[src/rtl/pc_ras.sv]
// ---------------------------------------------------------------------------
// pc_ras -- program counter with an integrated return-address stack (RAS)
//
// Holds the fetch address for the multi-cycle MIPS datapath. Under a 2-bit
// select the PC is loaded, loaded with a push of the return address (call),
// incremented, or loaded from the top of the stack (return).
//
// Optional feature macro:
//   PC_RAS_WRAP_EN  defined   : a call on a full stack overwrites the oldest
//                               entry (circular). The count stays at DEPTH and
//                               no error is raised.
//                   undefined : a call on a full stack still loads the PC,
//                               but the push is dropped and ras_err is set.
//
// Parameters:
//   WIDTH      PC / address width in bits
//   DEPTH      number of stack entries (power of two, >= 2)
//   INC        increment for sequential fetch and return addresses
//   RESET_VEC  PC value after reset
//
// Ports:
//   clk        in   rising-edge clock
//   rst_n      in   asynchronous active-low reset
//   en         in   update enable; 0 holds all state
//   sr         in   operation: 0 load, 1 call, 2 increment, 3 return
//   address    in   target for load/call; fallback PC for return on empty
//   pcout      out  registered current PC
//   ras_count  out  number of valid stack entries
//   ras_full   out  ras_count == DEPTH
//   ras_empty  out  ras_count == 0
//   ras_err    out  sticky overflow/underflow flag (cleared only by reset)
//
// Handshake: there is no valid/ready pair. Every rising edge with en=1 is
// one accepted operation; its result is visible on the outputs after that
// edge and stays until the next accepted operation or reset.
// ---------------------------------------------------------------------------
module pc_ras #(
   parameter int unsigned       WIDTH     = 32,
   parameter int unsigned       DEPTH     = 4,
   parameter int unsigned       INC       = 4,
   parameter logic [WIDTH-1:0]  RESET_VEC = '0
) (
   input  logic                       clk,
   input  logic                       rst_n,
   input  logic                       en,
   input  logic [1:0]                 sr,
   input  logic [WIDTH-1:0]           address,
   output logic [WIDTH-1:0]           pcout,
   output logic [$clog2(DEPTH+1)-1:0] ras_count,
   output logic                       ras_full,
   output logic                       ras_empty,
   output logic                       ras_err
);

   localparam int unsigned PW = $clog2(DEPTH);
   localparam int unsigned CW = $clog2(DEPTH+1);
   localparam logic [WIDTH-1:0] INC_W   = WIDTH'(INC);
   localparam logic [CW-1:0]    DEPTH_C = CW'(DEPTH);

   typedef enum logic [1:0] {
      OP_LOAD = 2'd0,
      OP_CALL = 2'd1,
      OP_INC  = 2'd2,
      OP_RET  = 2'd3
   } op_e;

   op_e              op;
   logic [WIDTH-1:0] pc_q,   pc_d;
   logic [CW-1:0]    cnt_q,  cnt_d;
   logic [PW-1:0]    wp_q,   wp_d;
   logic             err_q,  err_d;
   logic [WIDTH-1:0] stack_q [DEPTH];

   logic             push;
   logic [WIDTH-1:0] push_data;
   logic [PW-1:0]    top_idx;
   logic             full;
   logic             empty;

   assign op    = op_e'(sr);
   assign full  = (cnt_q == DEPTH_C);
   assign empty = (cnt_q == '0);

   // wp_q points at the next free slot, so the newest entry sits one below
   // it. DEPTH is a power of two, so the pointer wraps by plain overflow.
   assign top_idx   = wp_q - PW'(1);
   assign push_data = address + INC_W;

   always_comb begin
      pc_d  = pc_q;
      cnt_d = cnt_q;
      wp_d  = wp_q;
      err_d = err_q;
      push  = 1'b0;

      if (en) begin
         unique case (op)
            OP_LOAD: begin
               pc_d = address;
            end
            OP_CALL: begin
               pc_d = address;
               if (!full) begin
                  push  = 1'b1;
                  wp_d  = wp_q + PW'(1);
                  cnt_d = cnt_q + CW'(1);
               end else begin
`ifdef PC_RAS_WRAP_EN
                  // Full: wp_q aliases the oldest slot, so writing there
                  // and advancing drops the oldest entry; count stays DEPTH.
                  push = 1'b1;
                  wp_d = wp_q + PW'(1);
`else
                  err_d = 1'b1;
`endif
               end
            end
            OP_INC: begin
               pc_d = pc_q + INC_W;
            end
            OP_RET: begin
               if (empty) begin
                  pc_d  = address;
                  err_d = 1'b1;
               end else begin
                  pc_d  = stack_q[top_idx];
                  wp_d  = top_idx;
                  cnt_d = cnt_q - CW'(1);
               end
            end
            default: begin
               pc_d = pc_q;
            end
         endcase
      end
   end

   always_ff @(posedge clk or negedge rst_n) begin
      if (!rst_n) begin
         pc_q  <= RESET_VEC;
         cnt_q <= '0;
         wp_q  <= '0;
         err_q <= 1'b0;
      end else begin
         pc_q  <= pc_d;
         cnt_q <= cnt_d;
         wp_q  <= wp_d;
         err_q <= err_d;
      end
   end

   // Stack storage is not reset: the count alone defines which entries are
   // meaningful, so stale contents are never observed.
   always_ff @(posedge clk) begin
      if (push) begin
         stack_q[wp_q] <= push_data;
      end
   end

   assign pcout     = pc_q;
   assign ras_count = cnt_q;
   assign ras_full  = full;
   assign ras_empty = empty;
   assign ras_err   = err_q;

endmodule

[config.mk]
export PLATFORM = sky130hd
export DESIGN_NAME = pc_ras
export DESIGN_NICKNAME = d
export VERILOG_FILES = /design/src/rtl/pc_ras.sv
export SDC_FILE = /design/constraint.sdc
export NUM_CORES = 1
export LEC_CHECK = 0
export ABC_AREA = 0
export CAP_MARGIN = 0
export CELL_PAD_IN_SITES_DETAIL_PLACEMENT = 1
export CELL_PAD_IN_SITES_GLOBAL_PLACEMENT = 2
export CORE_ASPECT_RATIO = 1.5
export CORE_UTILIZATION = 40
export DETAILED_ROUTE_END_ITERATION = 10
export GPL_TIMING_DRIVEN = 0
export PLACE_DENSITY_LB_ADDON = 0.15
export SLEW_MARGIN = 20
export SYNTH_ARGS = -nofsm -noshare
export SYNTH_HDL_FRONTEND = slang
export SYNTH_SLANG_ARGS = --single-unit
export TNS_END_PERCENT = 1
[constraint.sdc]
create_clock -name clk -period 3.4 [get_ports clk]
set_input_delay 0.85 -clock clk [delete_from_list [all_inputs] [get_ports clk]]
set_output_delay 0.85 -clock clk [all_outputs]
set_load 0.05 [all_outputs]
-- Yosys cells after proc, flatten, opt, wreduce, memory -nomap -nowiden
Memories as Yosys holds them, arrays and structs flattened.
Index checks and enable logic that the tools add are counted.
- reduce and logical (&&, ||, !) cells: 6
- add/subtract/negate cells: 6
- equality and inequality tests: 8
- multiplexer cells: 16
- operators by type and width (cell ; number):
    case mux 32 bit (3 select lines) ; 1
    adder 32 x 3 -> 32 bit (second input constant) ; 2
    2-to-1 mux 32 bit ; 1
    != test 2 bit (second input constant) ; 4
    AND reduction 4 bit ; 2
    2-to-1 mux 1 bit ; 7
    2-to-1 mux 3 bit ; 2
    case mux 3 bit (2 select lines) ; 1
    == test 2 bit (second input constant) ; 2
    2-to-1 mux 2 bit ; 2
    case mux 2 bit (2 select lines) ; 1
    adder 3 x 1 -> 3 bit (second input constant) ; 1
    == test 3 bit (second input constant) ; 1
    zero test 3 bit ; 1
    subtractor 3 x 1 -> 3 bit (second input constant) ; 1
    adder 2 x 1 -> 2 bit (second input constant) ; 1
    == test 2 x 1 -> 1 bit (second input constant) ; 1
    zero test 2 bit ; 1
    case mux 1 bit (2 select lines) ; 1
    nonzero test 2 bit ; 1
    OR reduction 2 bit ; 1
    subtractor 2 x 1 -> 2 bit (second input constant) ; 1
- logic and storage cells: 41
- output and inout bits: 38
- bits in registers: 38
- memory bits (writable): 128
- input bits: 37
- memories: 1
- memory list (name ; depth ; width ; rd ports ; clocked after Yosys merged registers in ; write ports ; RTL line ; text):
    stack_q ; 4 ; 32 ; 1 ; 0 ; 1 ; 72 ; logic [WIDTH-1:0] stack_q [DEPTH];

-- Depth between registers and ports, before layout
- depth in word-level cells: 6
- mapped depth: 11

-- Worst setup path before layout
Ideal clock, no wire load.
- path type: flip-flop to flip-flop
- from: register cnt_q[2], in the netlist ras_count[2]
- to: register pc_q[3], in the netlist pcout[3]
- path slack: 0.251 ns
- setup time: 0.125 ns
- arrival: 3.025 ns
- clock period less this slack: 3.149 ns
- cell stages (with the launch flop): 6
- data required time: 3.275 ns
- path through: dfrtp_1 > nor3_1 > a21bo_2 > clkbuf_1 > a22oi_1 > mux2_2
- cells in the longest elaborated chain, start to end: 3
- RTL lines (item ; RTL line ; text):
    start, declared ; 69 ; logic [CW-1:0] cnt_q, cnt_d;
    start signal, assigned ; 146 ; cnt_q <= cnt_d;
    zero test 3 bit ; 82 ; assign empty = (cnt_q == '0);
    net ras_empty ; 51 ; output logic ras_empty,
    2-to-1 mux 32 bit ; 122 ; if (empty) begin
    case mux 32 bit (3 select lines) ; 97 ; unique case (op)
    end signal, assigned ; 145 ; pc_q <= pc_d;
    end, declared ; 68 ; logic [WIDTH-1:0] pc_q, pc_d;
The timed path passes the listed nets, and every way through them passes these cells.
A chain may end at the register's enable or synchronous reset.

-- Final worst setup path
- from: input sr[1]
- to: register pc_q[15], in the netlist pcout[15]
- cells in the longest elaborated chain, start to end: 3
- elaborated cells on any way between the ends: 6
- RTL lines (item ; RTL line ; text):
    start, declared ; 46 ; input logic [1:0] sr,
    == test 2 x 1 -> 1 bit / zero test 2 bit (equally long branches) ; 97 ;
    OR reduction 2 bit (no source line) ; -- ;
    case mux 32 bit (3 select lines) * ; 97 ;
Mark *: on every way between the ends. The rest lies on a longest branch, timed or not.

==> impl_metrics.tcl <==
set metrics [dict create \
    status "completed" \
    die_y_um 173 \
    fmax_mhz 312 \
    crit_arrival_ps 3580 \
    clock-sinks 166 \
    vdd_drop_max_v 0.000582 \
    crit_path_max_fanout 10 \
    holdCritPathClass "input pin to async pin" \
    dieArea_um2 20100 \
    netlist_instances 562 \
    antenna_cells 0 \
    vias 5391 \
    power.density_nw_per_um2 800 \
    synth.area.top_cells "edfxtp_1, dfrtp_1, mux4_2" \
    synth-main-ff-cell "edfxtp_1" \
    setup_ws_ps 195 \
    antenna_found_initial 0 \
    grt_first_pass_wirelength_mm 34.1 \
    final_cell_mix "edfxtp_1, clkdlybuf4s50_1, nand2_1" \
    drc_errors 0 \
    io_pins 75 \
    drive_above_1_share_pct 15.2 \
    ant_nets 0 \
    cts_root_buf "clkbuf_16" \
    grt_start_max_net_pins 26 \
    drtPass1Iterations 4 \
    nets 705 \
    dp_hpwl_mm 16.1 \
    path_clk_slew_ps 60 \
    cts-htree-levels 4 \
    max_slew_margin_pct 47.2 \
    start_kind "input pin" \
    async_flop_share_pct 22.9 \
    seq_area_um2 4790 \
    yosys.area.top_type "edfxtp_1" \
    grtUsageTotal_pct 23.7 \
    p_leak_nw 3.30 \
    ys_ff_latch 166 \
    clk_path_buf_depth 2 \
    maxSlewViolCount 0 \
    postSynthAreaPerCell_um2 13.9 \
    synthesis.nets 607 \
    post-cts-setup-buffers 0 \
    fin_crit_sh_pct 94.3 \
    synth_edf_count 128 \
    cp_slowest_cell "clkbuf_1" \
    numCtsBuffers 17 \
    rsz0062_at_grt "false" \
    dp.cells 897 \
    dp_slack_ps -612 \
    initial_utilization_pct 40.8 \
    worst_pin_slew_ps 792 \
    area_growth_pct 23.5 \
    synth_top_area_share_pct 49.2 \
    seq_area_frac_synth_pct 61.3 \
    wl_per_cell_um 24.0 \
    gr-total-overflow 0 \
    setup_viol 0 \
    vias_per_cell 5.80 \
    rows 62 \
    ys_warn_count 0 \
    cpPeakStageDelay_ps 630 \
    fillers 1973 \
    crit_type "input pin to register" \
    clock_skew_ps 7.14 \
    cap_violations 0 \
    first_global_vias 5782 \
    fin_cells 929 \
    placed_area_um2 8990 \
    clock_latency_ps 440 \
    wirelength_mm 22.3 \
    fin_crit_ps 3200 \
    die-width_um 116 \
    finalHoldViolCount 0 \
    required_ps 3770 \
    whs_ps 425 \
    crit_top_cell "clkbuf_1" \
    cp_cell_sequence "clkdlybuf4s50_1 > clkbuf_1 > o31ai_1 > nor2_1 > clkbuf_1 > a22oi_1 > o41ai_1 > a22o_1" \
    io_buffers 73 \
    drtIter0Drc 312 \
    coreArea_um2 19200 \
    final_common_cell "edfxtp_1" \
    synth_cell_type_count 51 \
    multi_input_area_um2 2870 \
    cp-end-kind "register" \
    synth_area_um2 7820 \
    design_area_um2 9660 \
    cts_tree "built" \
    routabilityCongestion 0.848 \
]
registers in the layout (all words and copies together) (netlist names):
name	flops
wp_q	2
stack_q	128
ras_err	1
pcout	32
ras_count	3
metal layers:
layer | up-vias | part of all wire (%) | GRT usage (%)
met1 | 2804 | 42 | 29.2
met2 | 139 | 52 | 40.4
met4 | 0 | 2.4 | 9.94
met3 | 37 | 3.3 | 4.37
met5 | - | 0 | 0
li1 | 2411 | - | -
cells in the mapped netlist, types with 2 or more instances:
cell,instances
a21o_1,3
xnor2_1,27
or2_2,2
and2_1,5
dfrtp_1,38
o22ai_1,7
edfxtp_1,128
a22o_1,8
nand3_1,17
o22a_1,2
nand2b_1,4
a22oi_1,8
a21oi_1,22
o21ai_0,18
clkbuf_1,26
nor2b_1,4
nor2_1,19
nand2_1,41
o41ai_1,7
a221oi_1,5
inv_1,14
o21a_1,2
mux4_2,32
xor2_1,7
nor3_1,15
a31oi_1,2
o31ai_1,5
a211oi_1,4
and3_1,8
a31o_2,3
a32o_1,4
mux2_2,5
nor4_1,9
and4_1,3
or4_1,2
ha_1,7
nand4_1,18
mux2i_1,14
buf_2,5
worst max-delay path: cells and delay by family:
family          cells  cell delay (ps)
buf+inv             3             1530
compound gates      4              920
simple gates        1              260
cell families (layout without fill, tap and decap cells):
family	after synthesis	after routing	share of synthesized area, %
DFF	166	166	61.3
AOI/OAI and AO/OA	106	106	9.41
and+or+nand+nor	151	151	10.1
xor gates and xnor gates	34	34	3.81
buffers and inverters	46	157	2.29
adders and majority gates	8	8	1.38
muxes	51	51	11.7
stage by stage:
step | total power, W | TNS (ps) | util (%)
2_1_floorplan | 0.00465 | 0 | -
3_3_place_gp | 0.00557 | -144690 | 46.3
3_5_place_dp | 0.00565 | -24230 | 46.9
4_1_cts | 0.00779 | 0 | 50.3
5_1_grt | 0.00805 | 0 | 50.4
6_report | 0.00773 | 0 | 50.4
path summary, 6_finish.rpt:
path | from | to | slack [ps] | cells after the start
min in group clk | ras_err | ras_err | 480 | 1
max reg2reg | wp_q[0] | pcout[15] | 260 | 10
min reg2reg | ras_err | ras_err | 480 | 1
max in group asynchronous | rst_n | pcout[15] | 2460 | 2
min | rst_n | ras_err | 420 | 1
max | sr[1] | pcout[15] | 200 | 8
layout make-up:
class,count,area share (%)
plain buffers,32,1.40
clock buffers,17,4.40
clock inverters,15,2.33
inverters,14,0.544
multi-input cells,350,29.7
flip-flops and latches,166,49.6
well taps,256,3.32
repair buffers,79,8.68
repair_timing:
action	CTS	global route
hold buffers	0	0
resized for setup	7	5
endpoints found under the setup margin	31	30
pin swaps	0	0
power by group:
| part | internal [W] | total, W | switching, W |
|---|---|---|---|
| Clock | 0.00131 | 0.00213 | 0.000824 |
| Combinational | 0.00118 | 0.00288 | 0.00170 |
| Sequential | 0.00245 | 0.00272 | 0.000273 |
No activity file was read; power rests on OpenSTA's default activity.
